## src/rtl/mem_copy_pkg.sv

```systemverilog
// Shared definitions for the memory copy engine: default widths and the FSM state type.
package mem_copy_pkg;

  localparam int ADDR_W_DEF = 8;
  localparam int DATA_W_DEF = 8;

  typedef enum logic [1:0] {
    IDLE  = 2'd0,
    READ  = 2'd1,
    WRITE = 2'd2,
    DONE  = 2'd3
  } copyState_t;

endpackage

```

## src/rtl/mem_copy_engine.sv

```systemverilog
// Block copy engine driving a single-port data memory: one READ then one WRITE per byte.
// Optional fill mode (one WRITE per byte of a latched value) is enabled by defining MEM_COPY_FILL_EN.
module mem_copy_engine
  import mem_copy_pkg::*;
#(
  parameter int ADDR_W = ADDR_W_DEF,
  parameter int DATA_W = DATA_W_DEF
) (
  input  logic              clock,
  input  logic              reset,
  input  logic              start,
  input  logic [ADDR_W-1:0] srcAddr,
  input  logic [ADDR_W-1:0] dstAddr,
  input  logic [ADDR_W-1:0] length,
  input  logic              fillMode,
  input  logic [DATA_W-1:0] fillValue,
  output logic              busy,
  output logic              done,
  output logic              memWrite,
  output logic              memRead,
  output logic [ADDR_W-1:0] addressMem,
  output logic [DATA_W-1:0] dataMem,
  input  logic [DATA_W-1:0] wordRegIn
);

  copyState_t state, nextState;

  logic [ADDR_W-1:0] srcPtr;
  logic [ADDR_W-1:0] dstPtr;
  logic [ADDR_W-1:0] remaining;
  logic [DATA_W-1:0] buffer;

`ifdef MEM_COPY_FILL_EN
  logic fillActive;
`else
  logic unusedFill;
  assign unusedFill = ^{fillMode, fillValue};
`endif

  // State register plus the datapath registers updated per state.
  always_ff @(posedge clock) begin
    if (reset) begin
      state     <= IDLE;
      srcPtr    <= '0;
      dstPtr    <= '0;
      remaining <= '0;
      buffer    <= '0;
`ifdef MEM_COPY_FILL_EN
      fillActive <= 1'b0;
`endif
    end else begin
      state <= nextState;
      case (state)
        IDLE: begin
          if (start) begin
            srcPtr    <= srcAddr;
            dstPtr    <= dstAddr;
            remaining <= length;
`ifdef MEM_COPY_FILL_EN
            fillActive <= fillMode;
            if (fillMode) begin
              buffer <= fillValue;
            end
`endif
          end
        end
        READ: begin
          buffer <= wordRegIn;
        end
        WRITE: begin
          srcPtr    <= srcPtr + ADDR_W'(1);
          dstPtr    <= dstPtr + ADDR_W'(1);
          remaining <= remaining - ADDR_W'(1);
        end
        default: begin
        end
      endcase
    end
  end

  // Next-state logic; remaining still holds the pre-decrement count during WRITE.
  always_comb begin
    nextState = state;
    case (state)
      IDLE: begin
        if (start) begin
          if (length == '0) begin
            nextState = DONE;
          end else begin
`ifdef MEM_COPY_FILL_EN
            nextState = fillMode ? WRITE : READ;
`else
            nextState = READ;
`endif
          end
        end
      end
      READ:  nextState = WRITE;
      WRITE: begin
        if (remaining == ADDR_W'(1)) begin
          nextState = DONE;
        end else begin
`ifdef MEM_COPY_FILL_EN
          nextState = fillActive ? WRITE : READ;
`else
          nextState = READ;
`endif
        end
      end
      DONE:    nextState = IDLE;
      default: nextState = IDLE;
    endcase
  end

  // Moore outputs decoded from the registered state only.
  always_comb begin
    busy       = 1'b0;
    done       = 1'b0;
    memWrite   = 1'b0;
    memRead    = 1'b0;
    addressMem = '0;
    dataMem    = '0;
    case (state)
      READ: begin
        busy       = 1'b1;
        memRead    = 1'b1;
        addressMem = srcPtr;
      end
      WRITE: begin
        busy       = 1'b1;
        memWrite   = 1'b1;
        addressMem = dstPtr;
        dataMem    = buffer;
      end
      DONE: begin
        done = 1'b1;
      end
      default: begin
      end
    endcase
  end

endmodule

```

## config.mk

```make
export PLATFORM = sky130hd
export DESIGN_NAME = mem_copy_engine
export DESIGN_NICKNAME = d
export VERILOG_FILES = /design/src/rtl/mem_copy_pkg.sv /design/src/rtl/mem_copy_engine.sv
export SDC_FILE = /design/constraint.sdc
export NUM_CORES = 1
export LEC_CHECK = 0
export CAP_MARGIN = 10
export CORE_MARGIN = 2
export CORE_UTILIZATION = 42
export CTS_CLUSTER_DIAMETER = 120
export DETAILED_ROUTE_END_ITERATION = 7
export PLACE_DENSITY = 0.76
export SYNTH_ARGS = -nofsm -noshare
export SYNTH_HDL_FRONTEND = slang
export SYNTH_SLANG_ARGS = --single-unit
```

## constraint.sdc

```tcl
create_clock -name clock -period 1.61 [get_ports clock]
set_clock_uncertainty 0.1 [all_clocks]
set_input_delay 0.4025 -clock clock [delete_from_list [all_inputs] [get_ports clock]]
set_output_delay 0.4025 -clock clock [all_outputs]
set_load 0.05 [all_outputs]
```

==> metrics.md <==
| Metric | Value |
|---|---|
| Post-Syn Instances | `265` |
| Placed insts | `404` |
| Syn_area_per_cell | `7.81 sq um` |
| Met1 GRT Util | `32.1%` |
| H-tree depth | `2` |
| Synth cell count leaders | `34 x dfxtp_1, 30 x nor2_1, 20 x a21oi_1` |
| Clk buf depth | `2` |
| Tcrit/Tclk final | `123%` |
| Ys flop type | `dfxtp_1` |
| Most numerous cell in the Yosys netlist | `dfxtp_1` |
| Critical-path maximum fanout | `8` |
| Area of the multi-input gates | `1580 sq um` |
| Final worst setup slack | `-0.371 ns` |
| Yosys warning count | `0` |
| Synth Cell Area | `2070 sq um` |
| Kind of end point of the critical path | `output port` |
| First drt pass iteration count | `5` |
| Initial antenna violation count | `0` |
| Post-Route WL | `7380 microns` |
| M3 GR Usage | `4.61%` |
| Row cnt | `25` |
| Antenna fix cells | `0` |
| RSZ-0062 raised after global routing | `true` |
| Largest net degree at the start of global routing | `16` |
| DP HPWL | `4530 microns` |
| Leak | `1.42 nW` |
| Worst Max-Slew Pin Slew | `0.399 ns` |
| Core region area | `4720 sq um` |
| Crit path launch type | `flop` |
| CP arrival | `1.48 ns` |
| Top cells by area, synth | `dfxtp_1 33%, nor2_1 5.4%, a21oi_1 4.8%` |
| Hold WC Path Type | `flop to flop` |
| Area leader, netlist | `dfxtp_1` |
| MaxCap Viol Count | `0` |
| Via count | `2502` |
| Slew Limit Headroom | `73.2%` |
| IO Count | `64` |
| Minimum clock period | `1.98 ns` |
| Total Routing Usage GR | `26.4%` |
| Routed Antenna Nets | `0` |
| Ys async rst share | `0%` |
| Die area | `5500 sq um` |
| Critical-path cell list | `inv_4 > ha_4 > buf_12 > nand2_4 > a21boi_4 > buf_12` |
| Initial DRC count | `176` |
| Clk slew on worst S/H paths | `0.06 ns` |
| Top Usage Layer GRT | `met2` |
| Syn nets | `317` |
| Area growth syn-to-layout | `81.1%` |
| FF+latch count, synth | `34` |
| Die Span Y | `74.2 microns` |
| First-pass GRT wire length | `11000 microns` |
| Root buffer cell | `clkbuf_8` |
| Crit path required time | `1.11 ns` |
| Layout net count | `415` |
| GR Layer Usage met2 | `45.1%` |
| Synth unique cells | `42` |
| Final Wtd Congestion | `0.875` |
| Power Dens Cells | `1950 nW/um^2` |
| Slowest stage cell, crit path | `dfxtp_4` |
| Vias in the first global route | `2290` |
| CP most frequent cell | `buf_12` |
| CTS tree | `done` |
| Worst Setup Path Type | `flop to output port` |
| TNS Setup | `-8.81 ns` |
| Worst-skew pair later-pin latency | `0.31 ns` |
| Vias per inst | `5.82` |
| Initial Util | `43.8%` |
| Setup violations, final | `43` |
| Routed WL per cell | `17.2 microns` |
| Status | `complete, but fails checks` |
| Max frequency | `0.505 GHz` |
| Reg area | `688 sq um` |
| CTS Buf Count | `5` |
| Max stage delay on crit path | `0.37 ns` |
| Yosys top cell area share | `32.9%` |
| Layout cells sized above 1 | `39.9%` |
| Final Hold Fails | `0` |
| Failing checks | `setup timing` |
| Number of port buffers | `54` |
| Fin. max-slew vios | `0` |
| Sequential area share after synthesis | `32.9%` |
| VDD IR-drop max | `1130 uV` |
| CTS Sinks | `34` |
| Total gr overflow | `0` |
| Final Non-Filler Cells | `430` |
| Filler cells | `302` |
| EDFF count, synth | `0` |
| Die X | `74.2 microns` |
| DRC Markers | `0` |
[cell usage in the layout (no fill, tap or decap), types with 3 or more instances in the layout]
cell type / count
nor2b_4: 7
nor3_1: 10
a21oi_2: 6
ha_1: 5
o21a_1: 3
o32ai_1: 4
mux2i_1: 10
buf_6: 15
a22oi_2: 6
a211oi_1: 6
o21ai_0: 7
a21oi_1: 15
and2_4: 8
ha_4: 3
clkbuf_8: 5
inv_1: 9
nor2b_1: 3
dfxtp_1: 32
nor4_1: 5
nor4_2: 5
nand3_1: 7
a31oi_1: 5
buf_12: 24
nand2_1: 16
clkdlybuf4s50_1: 33
o21ai_1: 7
buf_4: 34
nor2_1: 28
[cell type report]
cell class / count / share of cell area [%]
Timing Repair Buffer: 108 / 33.7
Clock buffer: 7 / 2.04
Inverter: 12 / 1.47
Multi-Input combinational cell: 202 / 42.2
Sequential cell: 34 / 18.4
Tap cell: 67 / 2.24
[stage by stage]
step | setup slack, ns | area, sq um | utilization, % | total power (W) | hold slack [ns]
2_1_floorplan | -0.257 | 2270 | - | 0.00406 | 0.362
3_3_place_gp | -0.317 | 3260 | 69.0 | 0.00543 | 0.375
3_5_place_dp | -0.356 | 3260 | 69.0 | 0.00555 | 0.392
4_1_cts | -0.363 | 3600 | 76.2 | 0.00683 | 0.406
5_1_grt | -0.418 | 3750 | 79.4 | 0.00768 | 0.432
6_report | -0.371 | 3750 | 79.4 | 0.00732 | 0.397
[sequential cells by signal, summed over array words and instances, names as in the netlist]
name	flops
state	2
dstPtr	8
buffer	8
remaining	8
srcPtr	8
[worst paths after layout]
kind | slack [ns] | depth (start not counted) | from | end
max | -0.37 | 6 | state[1] | addressMem[6]
min reg2reg | 0.40 | 2 | buffer[3] | buffer[3]
max reg2reg | -0.23 | 10 | state[0] | remaining[4]
min | 0.40 | 2 | buffer[3] | buffer[3]
[cells by family after synthesis]
logic type,count (synthesis),synth area share (%)
adders and majority gates,8,4.84
buffers and inverters,29,6.11
and+or+nand+nor,107,26.3
AOI/OAI and AO/OA,76,24.4
muxes,11,5.50
DFF,34,32.9
[timing repair]
| action | CTS | global route |
|---|---|---|
| gates resized for setup | 45 | 33 |
| pin swaps | 5 | 15 |
| endpoints found under the hold margin | 0 | 0 |
| gates cloned | 0 | 1 |
| buffers inserted | 14 | 5 |
| hold buffers | 0 | 0 |
| setup endpoints to repair | 44 | 45 |
[where the power goes]
group / switching [W] / internal (W) / total (W)
Clock: 0.000341 / 0.000298 / 0.000640
Sequential: 0.000437 / 0.00118 / 0.00162
Combinational: 0.00243 / 0.00263 / 0.00506
Total: 0.00321 / 0.00411 / 0.00732
[per-layer routing]
metal	part of all wire [%]	wire length [microns]
met1	39	2860
met2	51	3790
met3	7.0	519
met4	2.9	211
met5	0	0
[critical path, delay by kind of cell, from the launching register on]
kind / cells / cell delay (ns)
flip-flops: 1 / 0.37
adder cells (fa/ha/maj): 1 / 0.23
buffers and inverters: 3 / 0.37
AO/OA/AOI/OAI: 1 / 0.16
AND/OR/NAND/NOR: 1 / 0.05
No activity file was read; power rests on OpenSTA's default activity.
